### config.mk
export PLATFORM = sky130hd
export DESIGN_NAME = csi2_pkt_sequencer
export DESIGN_NICKNAME = d
export VERILOG_FILES = /design/src/rtl/csi2_pkg.sv /design/src/rtl/csi2_edge_sync.sv /design/src/rtl/csi2_pkt_sequencer.sv
export SDC_FILE = /design/constraint.sdc
export NUM_CORES = 1
export LEC_CHECK = 0
export BUFFER_PORTS_ARGS = -buffer_cell sky130_fd_sc_hd__buf_2
export CAP_MARGIN = 30
export CORE_MARGIN = 8
export CORE_UTILIZATION = 60
export CTS_CLUSTER_SIZE = 40
export DETAILED_ROUTE_END_ITERATION = 12
export GPL_ROUTABILITY_DRIVEN = 1
export HOLD_SLACK_MARGIN = 0.03
export PLACE_DENSITY = 0.89
export RECOVER_POWER = 100
export SETUP_SLACK_MARGIN = 0.15
export SLEW_MARGIN = 0
export SYNTH_ARGS = -nofsm -noshare
export SYNTH_HDL_FRONTEND = slang
export SYNTH_SLANG_ARGS = --single-unit
export TNS_END_PERCENT = 50
### constraint.sdc
create_clock -name clock_in -period 6.3 [get_ports clock_in]
set_input_delay 0.945 -clock clock_in [delete_from_list [all_inputs] [get_ports clock_in]]
set_output_delay 0.945 -clock clock_in [all_outputs]
set_load 0.02 [all_outputs]
### src/rtl/csi2_pkg.sv
// CSI-2 packet sequencer shared definitions.
// Holds the packet data types, the sequencer states and the frame-number wrap rule.
package csi2_pkg;

    localparam logic [5:0] DT_FS       = 6'h00;
    localparam logic [5:0] DT_FE       = 6'h01;
    localparam logic [5:0] DT_YUV422_8 = 6'h1E;

    typedef enum logic [2:0] {
        S_IDLE,
        S_LEAD,
        S_SEND_FS,
        S_WAIT_LINE,
        S_SEND_LH,
        S_LINE,
        S_SEND_FE,
        S_GAP
    } state_e;

    // Frame numbers run 1..65535; zero is reserved for "no frame yet".
    function automatic logic [15:0] next_frame(input logic [15:0] f);
        return (f == 16'hFFFF) ? 16'd1 : f + 16'd1;
    endfunction

endpackage

### src/rtl/csi2_edge_sync.sv
// Registers FV/LV once and derives single-cycle edge pulses from the registered copies.
// Ports: i_clk, i_rst_n, i_fv, i_lv in; o_fv, o_lv levels, o_fv_rise, o_lv_rise, o_lv_fall pulses out.
module csi2_edge_sync (
    input  logic i_clk,
    input  logic i_rst_n,
    input  logic i_fv,
    input  logic i_lv,
    output logic o_fv,
    output logic o_lv,
    output logic o_fv_rise,
    output logic o_lv_rise,
    output logic o_lv_fall
);

    logic r_fv;
    logic r_lv;
    logic r_fv_d;
    logic r_lv_d;

    always_ff @(posedge i_clk or negedge i_rst_n) begin
        if (!i_rst_n) begin
            r_fv   <= 1'b0;
            r_lv   <= 1'b0;
            r_fv_d <= 1'b0;
            r_lv_d <= 1'b0;
        end else begin
            r_fv   <= i_fv;
            r_lv   <= i_lv;
            r_fv_d <= r_fv;
            r_lv_d <= r_lv;
        end
    end

    assign o_fv      = r_fv;
    assign o_lv      = r_lv;
    assign o_fv_rise = r_fv & ~r_fv_d;
    assign o_lv_rise = r_lv & ~r_lv_d;
    assign o_lv_fall = r_lv_d & ~r_lv;

endmodule

### src/rtl/csi2_pkt_sequencer.sv
// Turns FV/LV edges into ordered CSI-2 requests (FS, line headers, FE) with HS lead/LP gap timing.
// Ports: clock_in, reset_n, fv, lv, pkt_ack in; pkt_* request bundle, data_gate, hs_en, frame_num, line_cnt, err_* out.
module csi2_pkt_sequencer
    import csi2_pkg::*;
#(
    parameter logic [1:0]  VC         = 2'd0,
    parameter logic [5:0]  DT_DATA    = DT_YUV422_8,
    parameter logic [15:0] WORD_COUNT = 16'd1280,
    parameter logic [9:0]  LINES      = 10'd480,
    parameter logic [7:0]  HS_LEAD    = 8'd16,
    parameter logic [7:0]  LP_GAP     = 8'd32
) (
    input  logic        clock_in,
    input  logic        reset_n,
    input  logic        fv,
    input  logic        lv,
    input  logic        pkt_ack,
    output logic        pkt_req,
    output logic        pkt_long,
    output logic [5:0]  pkt_dt,
    output logic [1:0]  pkt_vc,
    output logic [15:0] pkt_wc,
    output logic        data_gate,
    output logic        hs_en,
    output logic [15:0] frame_num,
    output logic [9:0]  line_cnt,
    output logic        err_sync,
    output logic        err_len
);

    state_e      r_state;
    state_e      w_state_n;
    logic [7:0]  r_cnt;
    logic [11:0] r_pix;
    logic [9:0]  r_line;
    logic [15:0] r_frame_num;
    logic        r_fv_pend;
    logic        r_err_sync;
    logic        r_err_len;

    logic        w_fv;
    logic        w_lv;
    logic        w_fv_rise;
    logic        w_lv_rise;
    logic        w_lv_fall;
    logic        w_take;
    logic        w_drop;
    logic        w_in_line;
    logic        w_cut;
    logic        w_start;
    logic        w_req_state;
    logic [15:0] w_pix16;

    csi2_edge_sync u_sync (
        .i_clk     (clock_in),
        .i_rst_n   (reset_n),
        .i_fv      (fv),
        .i_lv      (lv),
        .o_fv      (w_fv),
        .o_lv      (w_lv),
        .o_fv_rise (w_fv_rise),
        .o_lv_rise (w_lv_rise),
        .o_lv_fall (w_lv_fall)
    );

    assign w_pix16     = {4'd0, r_pix};
    assign w_in_line   = (r_state == S_SEND_LH) || (r_state == S_LINE);
    assign w_cut       = w_in_line && w_lv && (w_pix16 == WORD_COUNT);
    assign w_start     = (w_state_n == S_LEAD) && (r_state != S_LEAD);
    assign w_req_state = (r_state == S_SEND_FS) || (r_state == S_SEND_LH) ||
                         (r_state == S_SEND_FE);

    always_comb begin
        w_state_n = r_state;
        w_take    = 1'b0;
        w_drop    = 1'b0;
        unique case (r_state)
            S_IDLE:      if (w_fv_rise) w_state_n = S_LEAD;
            S_LEAD:      if (r_cnt == HS_LEAD - 8'd1) w_state_n = S_SEND_FS;
            S_SEND_FS:   if (pkt_ack) w_state_n = S_WAIT_LINE;
            S_WAIT_LINE: begin
                // FV fall wins; a line that would start now is outside the frame.
                if (!w_fv) begin
                    w_state_n = S_SEND_FE;
                end else if (w_lv_rise) begin
                    if (r_line < LINES) begin
                        w_take    = 1'b1;
                        w_state_n = S_SEND_LH;
                    end else begin
                        w_drop = 1'b1;
                    end
                end
            end
            S_SEND_LH:   if (pkt_ack) w_state_n = S_LINE;
            S_LINE:      if (!w_lv) w_state_n = S_WAIT_LINE;
            S_SEND_FE:   if (pkt_ack) w_state_n = S_GAP;
            S_GAP: begin
                if (r_cnt == LP_GAP - 8'd1)
                    w_state_n = (r_fv_pend || w_fv_rise) ? S_LEAD : S_IDLE;
            end
            default:     w_state_n = S_IDLE;
        endcase
    end

    always_comb begin
        pkt_req  = w_req_state;
        pkt_long = 1'b0;
        pkt_dt   = 6'd0;
        pkt_vc   = 2'd0;
        pkt_wc   = 16'd0;
        unique case (r_state)
            S_SEND_FS: begin
                pkt_dt = DT_FS;
                pkt_vc = VC;
                pkt_wc = r_frame_num;
            end
            S_SEND_LH: begin
                pkt_long = 1'b1;
                pkt_dt   = DT_DATA;
                pkt_vc   = VC;
                pkt_wc   = WORD_COUNT;
            end
            S_SEND_FE: begin
                pkt_dt = DT_FE;
                pkt_vc = VC;
                pkt_wc = r_frame_num;
            end
            default: ;
        endcase
    end

    // Gate opens on the accepted LV-rise cycle and closes after WORD_COUNT bytes.
    assign data_gate = w_take || (w_in_line && w_lv && (w_pix16 < WORD_COUNT));
    assign hs_en     = (r_state != S_IDLE) && (r_state != S_GAP);
    assign frame_num = r_frame_num;
    assign line_cnt  = r_line;
    assign err_sync  = r_err_sync;
    assign err_len   = r_err_len;

    always_ff @(posedge clock_in or negedge reset_n) begin
        if (!reset_n) r_state <= S_IDLE;
        else          r_state <= w_state_n;
    end

    always_ff @(posedge clock_in or negedge reset_n) begin
        if (!reset_n) begin
            r_cnt       <= 8'd0;
            r_pix       <= 12'd0;
            r_line      <= 10'd0;
            r_frame_num <= 16'd0;
            r_fv_pend   <= 1'b0;
            r_err_sync  <= 1'b0;
            r_err_len   <= 1'b0;
        end else begin
            r_cnt <= (w_state_n != r_state) ? 8'd0 : r_cnt + 8'd1;

            if (w_start) begin
                r_frame_num <= next_frame(r_frame_num);
                r_line      <= 10'd0;
            end else if (w_lv_fall && w_in_line) begin
                r_line <= r_line + 10'd1;
            end

            if (w_start)
                r_fv_pend <= 1'b0;
            else if (w_fv_rise && (r_state == S_SEND_FE || r_state == S_GAP))
                r_fv_pend <= 1'b1;

            if (w_take)
                r_pix <= 12'd1;
            else if (w_in_line && data_gate)
                r_pix <= r_pix + 12'd1;

            if (w_drop || w_cut ||
                (w_lv_fall && w_in_line && (w_pix16 != WORD_COUNT)))
                r_err_len <= 1'b1;

            if ((w_lv_rise && w_req_state) || (w_lv && !w_fv))
                r_err_sync <= 1'b1;
        end
    end

endmodule
Yosys cells after proc, flatten, opt, wreduce, memory -nomap -nowiden. Cells that the tools add are included.

Output and inout port bits: 56. Input bits: 5. Word-level logic and storage cells: 98. Bits in registers: 56.

Mux-type cells: 31. Reduce and logical (&&, ||, !) cells: 27. Equal/unequal tests: 16. Bitwise logic cells: 6. Magnitude comparators: 2. Add/subtract/negate cells: 4.

Operator list (number): 16-bit case mux with 2 select lines (1); 3-bit 2-to-1 mux (10); 12-bit 2-to-1 mux (2); 3-bit case mux with 8 select lines (1); 10-bit 2-to-1 mux (2); 16-bit by 1-bit adder with 16-bit output (second input constant) (1); 16-bit equality test (second input constant) (1); 16-bit 2-to-1 mux (1); 12-bit by 1-bit adder with 12-bit output (second input constant) (1); 12-bit by 11-bit equality test with 1-bit output (second input constant) (1); 3-bit equality test (second input constant) (4); 12-bit by 11-bit < comparator with 1-bit output (second input constant) (1); 1-bit 2-to-1 mux (12); 12-bit by 11-bit inequality test with 1-bit output (second input constant) (1); 1-bit logical AND (11); 10-bit by 1-bit adder with 10-bit output (second input constant) (1); 10-bit by 9-bit < comparator with 1-bit output (second input constant) (1); 5-bit case mux with 2 select lines (1); 1-bit logical OR (9); 8-bit by 1-bit adder with 8-bit output (second input constant) (1); 8-bit by 4-bit equality test with 1-bit output (second input constant) (1); 8-bit by 5-bit equality test with 1-bit output (second input constant) (1); 8-bit 2-to-1 mux (1); 3-bit by 1-bit equality test with 1-bit output (second input constant) (2); 11 further kinds (18).

Logic depth before layout (Yosys ltp).
Word-level depth: 9. Gate-level depth with buffers: 8.

Hierarchy. From an unflattened synthesis, not the netlist that was laid out.

Cell total of the unflattened synthesis: 327. Area, all modules: 3113.0 sq um.

Modules (own cells, without submodules): csi2_pkt_sequencer (cells an instance 320, instances 1, area each 2991.6 sq um); csi2_edge_sync (cells an instance 7, instances 1, area each 121.4 sq um).

Worst setup path after synthesis. OpenSTA, ideal clock, no wires.

Path kind: register to output. Start point: reg r_state[1]. End point: out data_gate. Cell stages (with the launch flop): 6. Slack: 3.840 ns. Data arrival time: 1.515 ns. Cells stage by stage: dfrtp_1 > buf_2 > nor4bb_1 > and2_1 > clkbuf_1 > nand2b_1.

Cells in the longest elaborated chain, start to end: 5. Elaborated cells between the ends (all ways): 8.

Ends and longest elaborated chain: from (decl) (RTL line csi2_pkt_sequencer.sv:31) `state_e r_state;`; from (signal assigned) (RTL line csi2_pkt_sequencer.sv:142) `else r_state <= w_state_n;`; 3-bit equality test (RTL line csi2_pkt_sequencer.sv:67) `assign w_in_line = (r_state == S_SEND_LH) || (r_state == S_LINE);`; 1-bit logical OR (RTL line csi2_pkt_sequencer.sv:67); 1-bit logical AND (2 in series) (RTL line csi2_pkt_sequencer.sv:133) `assign data_gate = w_take || (w_in_line && w_lv && (w_pix16 < WORD_COUNT));`; 1-bit logical OR * (RTL line csi2_pkt_sequencer.sv:133); to (decl) (RTL line csi2_pkt_sequencer.sv:23) `output logic data_gate,`.

Mark *: on every way between the ends. The rest lies on a longest branch, timed or not.

Final worst setup path.
Start point: reg r_state[1]. End point: reg r_frame_num[0] (netlist: frame_num[0]).

Cells in the longest elaborated chain, start to end: 6. Elaborated cells between the ends (all ways): 22.

Ends and longest elaborated chain: 3-bit 2-to-1 mux (RTL line csi2_pkt_sequencer.sv:86) `if (r_line < LINES) begin`; 3-bit 2-to-1 mux (RTL line csi2_pkt_sequencer.sv:85) `end else if (w_lv_rise) begin`; 3-bit 2-to-1 mux (RTL line csi2_pkt_sequencer.sv:83) `if (!w_fv) begin`; 3-bit case mux with 8 select lines (RTL line csi2_pkt_sequencer.sv:77) `unique case (r_state)`; 3-bit by 1-bit equality test with 1-bit output (RTL line csi2_pkt_sequencer.sv:69) `assign w_start = (w_state_n == S_LEAD) && (r_state != S_LEAD);`; 1-bit logical AND * (RTL line csi2_pkt_sequencer.sv:69); to (signal assigned) (RTL line csi2_pkt_sequencer.sv:158) `r_frame_num <= next_frame(r_frame_num);`; to (decl) (RTL line csi2_pkt_sequencer.sv:36) `logic [15:0] r_frame_num;`.

Marked as above. A chain may end at the register's enable or synchronous reset.

==> flow_metrics.tcl <==
set metrics [dict create \
    rsz0062_at_grt "no" \
    min_period_ns 3.32 \
    syn-mean-instance-area_um2 9.34 \
    ys_seq_elements 56 \
    synth_cell_types 65 \
    dieArea_mm2 0.00799 \
    initial_core_util_pct 62.9 \
    async_flop_share_pct 100 \
    dp_hpwl_um 5310 \
    vias 2725 \
    grt_pass1_wl_um 12300 \
    dieWidth_um 89.4 \
    synth_enable_flop_cells 0 \
    netlist_area_mm2 0.00323 \
    pin_count 61 \
    setup-violations-final 0 \
    fillerInstances 454 \
    slew_violations 57 \
    tightest_slew_ns 2.91 \
    grt_pass1_vias 2685 \
    synth.top_cell.area_share_pct 43.3 \
    fin_area_mm2 0.00348 \
    internal_power_mw 0.701 \
    p_per_area_mw_per_mm2 397 \
    critPathLaunch "r_state[1]" \
    yosysWarnings 0 \
    endpoint_kind "register" \
    wirelength_um 7440 \
    first_iter_violations 152 \
    grtUsageTotal_pct 19.5 \
    ys_seq_area_share_pct 43.3 \
    clk_pin_slew_ns 0.10 \
    switchingPower_mw 0.680 \
    comb_power_share_pct 45.3 \
    grt_overflow 0 \
    cts-root-buf "clkbuf_8" \
    status "complete, but fails checks" \
    detail-route-antenna-nets 0 \
    grt_max_degree 57 \
    numClockSinks 56 \
    hold_buffers 0 \
    synthTopCellsByCount "dfrtp_1 (56), nor2_1 (42), nand2_1 (31)" \
    leakage_nw 1.49 \
    p_seq_share_pct 40.9 \
    cts_tree "done" \
    placed_area_mm2 0.00350 \
    yosys_most_used_dff "dfrtp_1" \
    numCtsBuffers 5 \
    rr_worst_depth 5 \
    core-area_mm2 0.00514 \
    seq_area_mm2 0.00140 \
    criticalPathCategory "reg2reg" \
    timing.rr.start "r_state[1]" \
    nets 402 \
    htree_levels 2 \
    period_share_pct 52.7 \
    clockPowerShare_pct 13.8 \
    ir_worst_vdd_mv 0.272 \
    fp.dieH_um 89.4 \
    setup.worst_path.start_class "register" \
    whs_ns 0.488 \
    violations "capacitance limit, slew limit" \
    final_layout_size_suffix_gt1_share_pct 5.36 \
    detail_route.wl_per_cell_um 16.1 \
    vias_per_cell 5.90 \
    portBuffers 57 \
    synth.most_common_cell "dfrtp_1" \
    final_hold_viol_count 0 \
    postCtsSetupRepairBufs 0 \
    yosysTopAreaCell "dfrtp_1" \
    core.rowCount 26 \
    swShare_pct 49.3 \
    drcViolationCount 0 \
    cts_resized 0 \
    crit_fanout 24 \
    place.gp.congestion 0.901 \
    cap_violations 1 \
    diodes 0 \
    slew_headroom_pct -94.0 \
    required_ns 6.50 \
    hold_path.class "reg2reg" \
    clockBufferDepth 2 \
    synth.area.top_cells "dfrtp_1 (43%), nor2_1 (4.9%), xor2_1 (4.9%)" \
    multiInputGateArea_mm2 0.00162 \
    final.setup_skew_ns 0.0122 \
    worstPathArrival_ns 3.52 \
    whs_path_depth 1 \
    antenna_found_initial 0 \
    syn_to_final_growth_pct 7.62 \
    max_freq_mhz 301 \
    finalSetupTns_ns 0 \
    hold_start "err_sync" \
    syn_inst 346 \
    dr.pass1.iters 4 \
    clock_latency_ns 0.31 \
]
[critical path, cell delays in order, from the launching register on]
cell and delay (ns):
dfrtp_1 0.79, inv_1 0.37, o311ai_0 0.41, o221a_1 0.72, a21oi_1 0.50, mux2_2 0.41
[final timing paths]
path / to / slack (ns)
max reg2reg: frame_num[0] / 2.98
min reg2reg: err_sync / 0.49
min: err_sync / 0.49
max in group asynchronous: frame_num[0] / 2.99
min in group asynchronous: frame_num[5] / 1.66
max: frame_num[0] / 2.98
[state kept, by name, indices dropped and copies added (netlist names)]
name           flops
err_len            1
r_state            3
u_sync.o_fv        1
err_sync           1
r_fv_pend          1
u_sync.o_lv        1
r_pix             12
r_cnt              8
frame_num         16
line_cnt          10
u_sync.r_lv_d      1
u_sync.r_fv_d      1
[kinds of logic after synthesis]
logic type | synth area share [%]
other | 0.116
DFF | 43.3
buffers and inverters | 5.80
xor gates and xnor gates | 8.40
muxes | 1.28
adders and majority gates | 1.93
and+or+nand+nor | 24.4
AOI/OAI and AO/OA | 14.7
[area by class of cell]
cell class	count	area share, %
clock buffer	5	1.98
clock inverter	2	0.360
inverter	16	1.73
multi-input combinational	254	46.5
sequential	56	40.3
tap	70	2.52
timing repair buffer	59	6.62
[power by group through the flow]
stage,registers [mW],logic [mW],clock network (mW)
after floorplan,0.551,0.500,0
after CTS,0.558,0.665,0.195
final,0.565,0.626,0.190
after detailed placement,0.563,0.663,0
after global routing,0.578,0.686,0.209
after global placement,0.559,0.642,0
[cell usage in the layout (no fill, tap or decap), types with 5 or more instances in the layout]
master / instances
a21o_1: 5
inv_1: 15
xor2_1: 18
dfrtp_1: 56
nand2_1: 31
nor3_1: 10
a211oi_1: 8
nor2_1: 42
nand3_1: 11
ha_1: 5
and3_1: 13
nand4_1: 8
xnor2_1: 13
clkbuf_1: 54
a21oi_1: 6
o21ai_0: 12
nand2b_1: 5
clkbuf_8: 5
[metal layers]
layer	vias up	track usage [%]	share of wire, %
met5	-	0	0
met4	0	8.91	1.8
met3	16	4.32	7.1
met2	103	31.3	48
met1	1310	24.3	44
li1	1296	-	-
[per-stage QoR]
stage / util [%] / power (mW) / std cells / setup WS [ns]
detailed placement: 68.1 / 1.23 / 455 / 3.48
floorplan: - / 1.05 / 348 / 3.84
finish: 67.7 / 1.38 / 462 / 2.98
CTS: 69.7 / 1.42 / 462 / 3.27
global route: 67.7 / 1.47 / 462 / 2.35
global placement: 68.1 / 1.20 / 455 / 3.61
(Power assumes the default switching activity.)
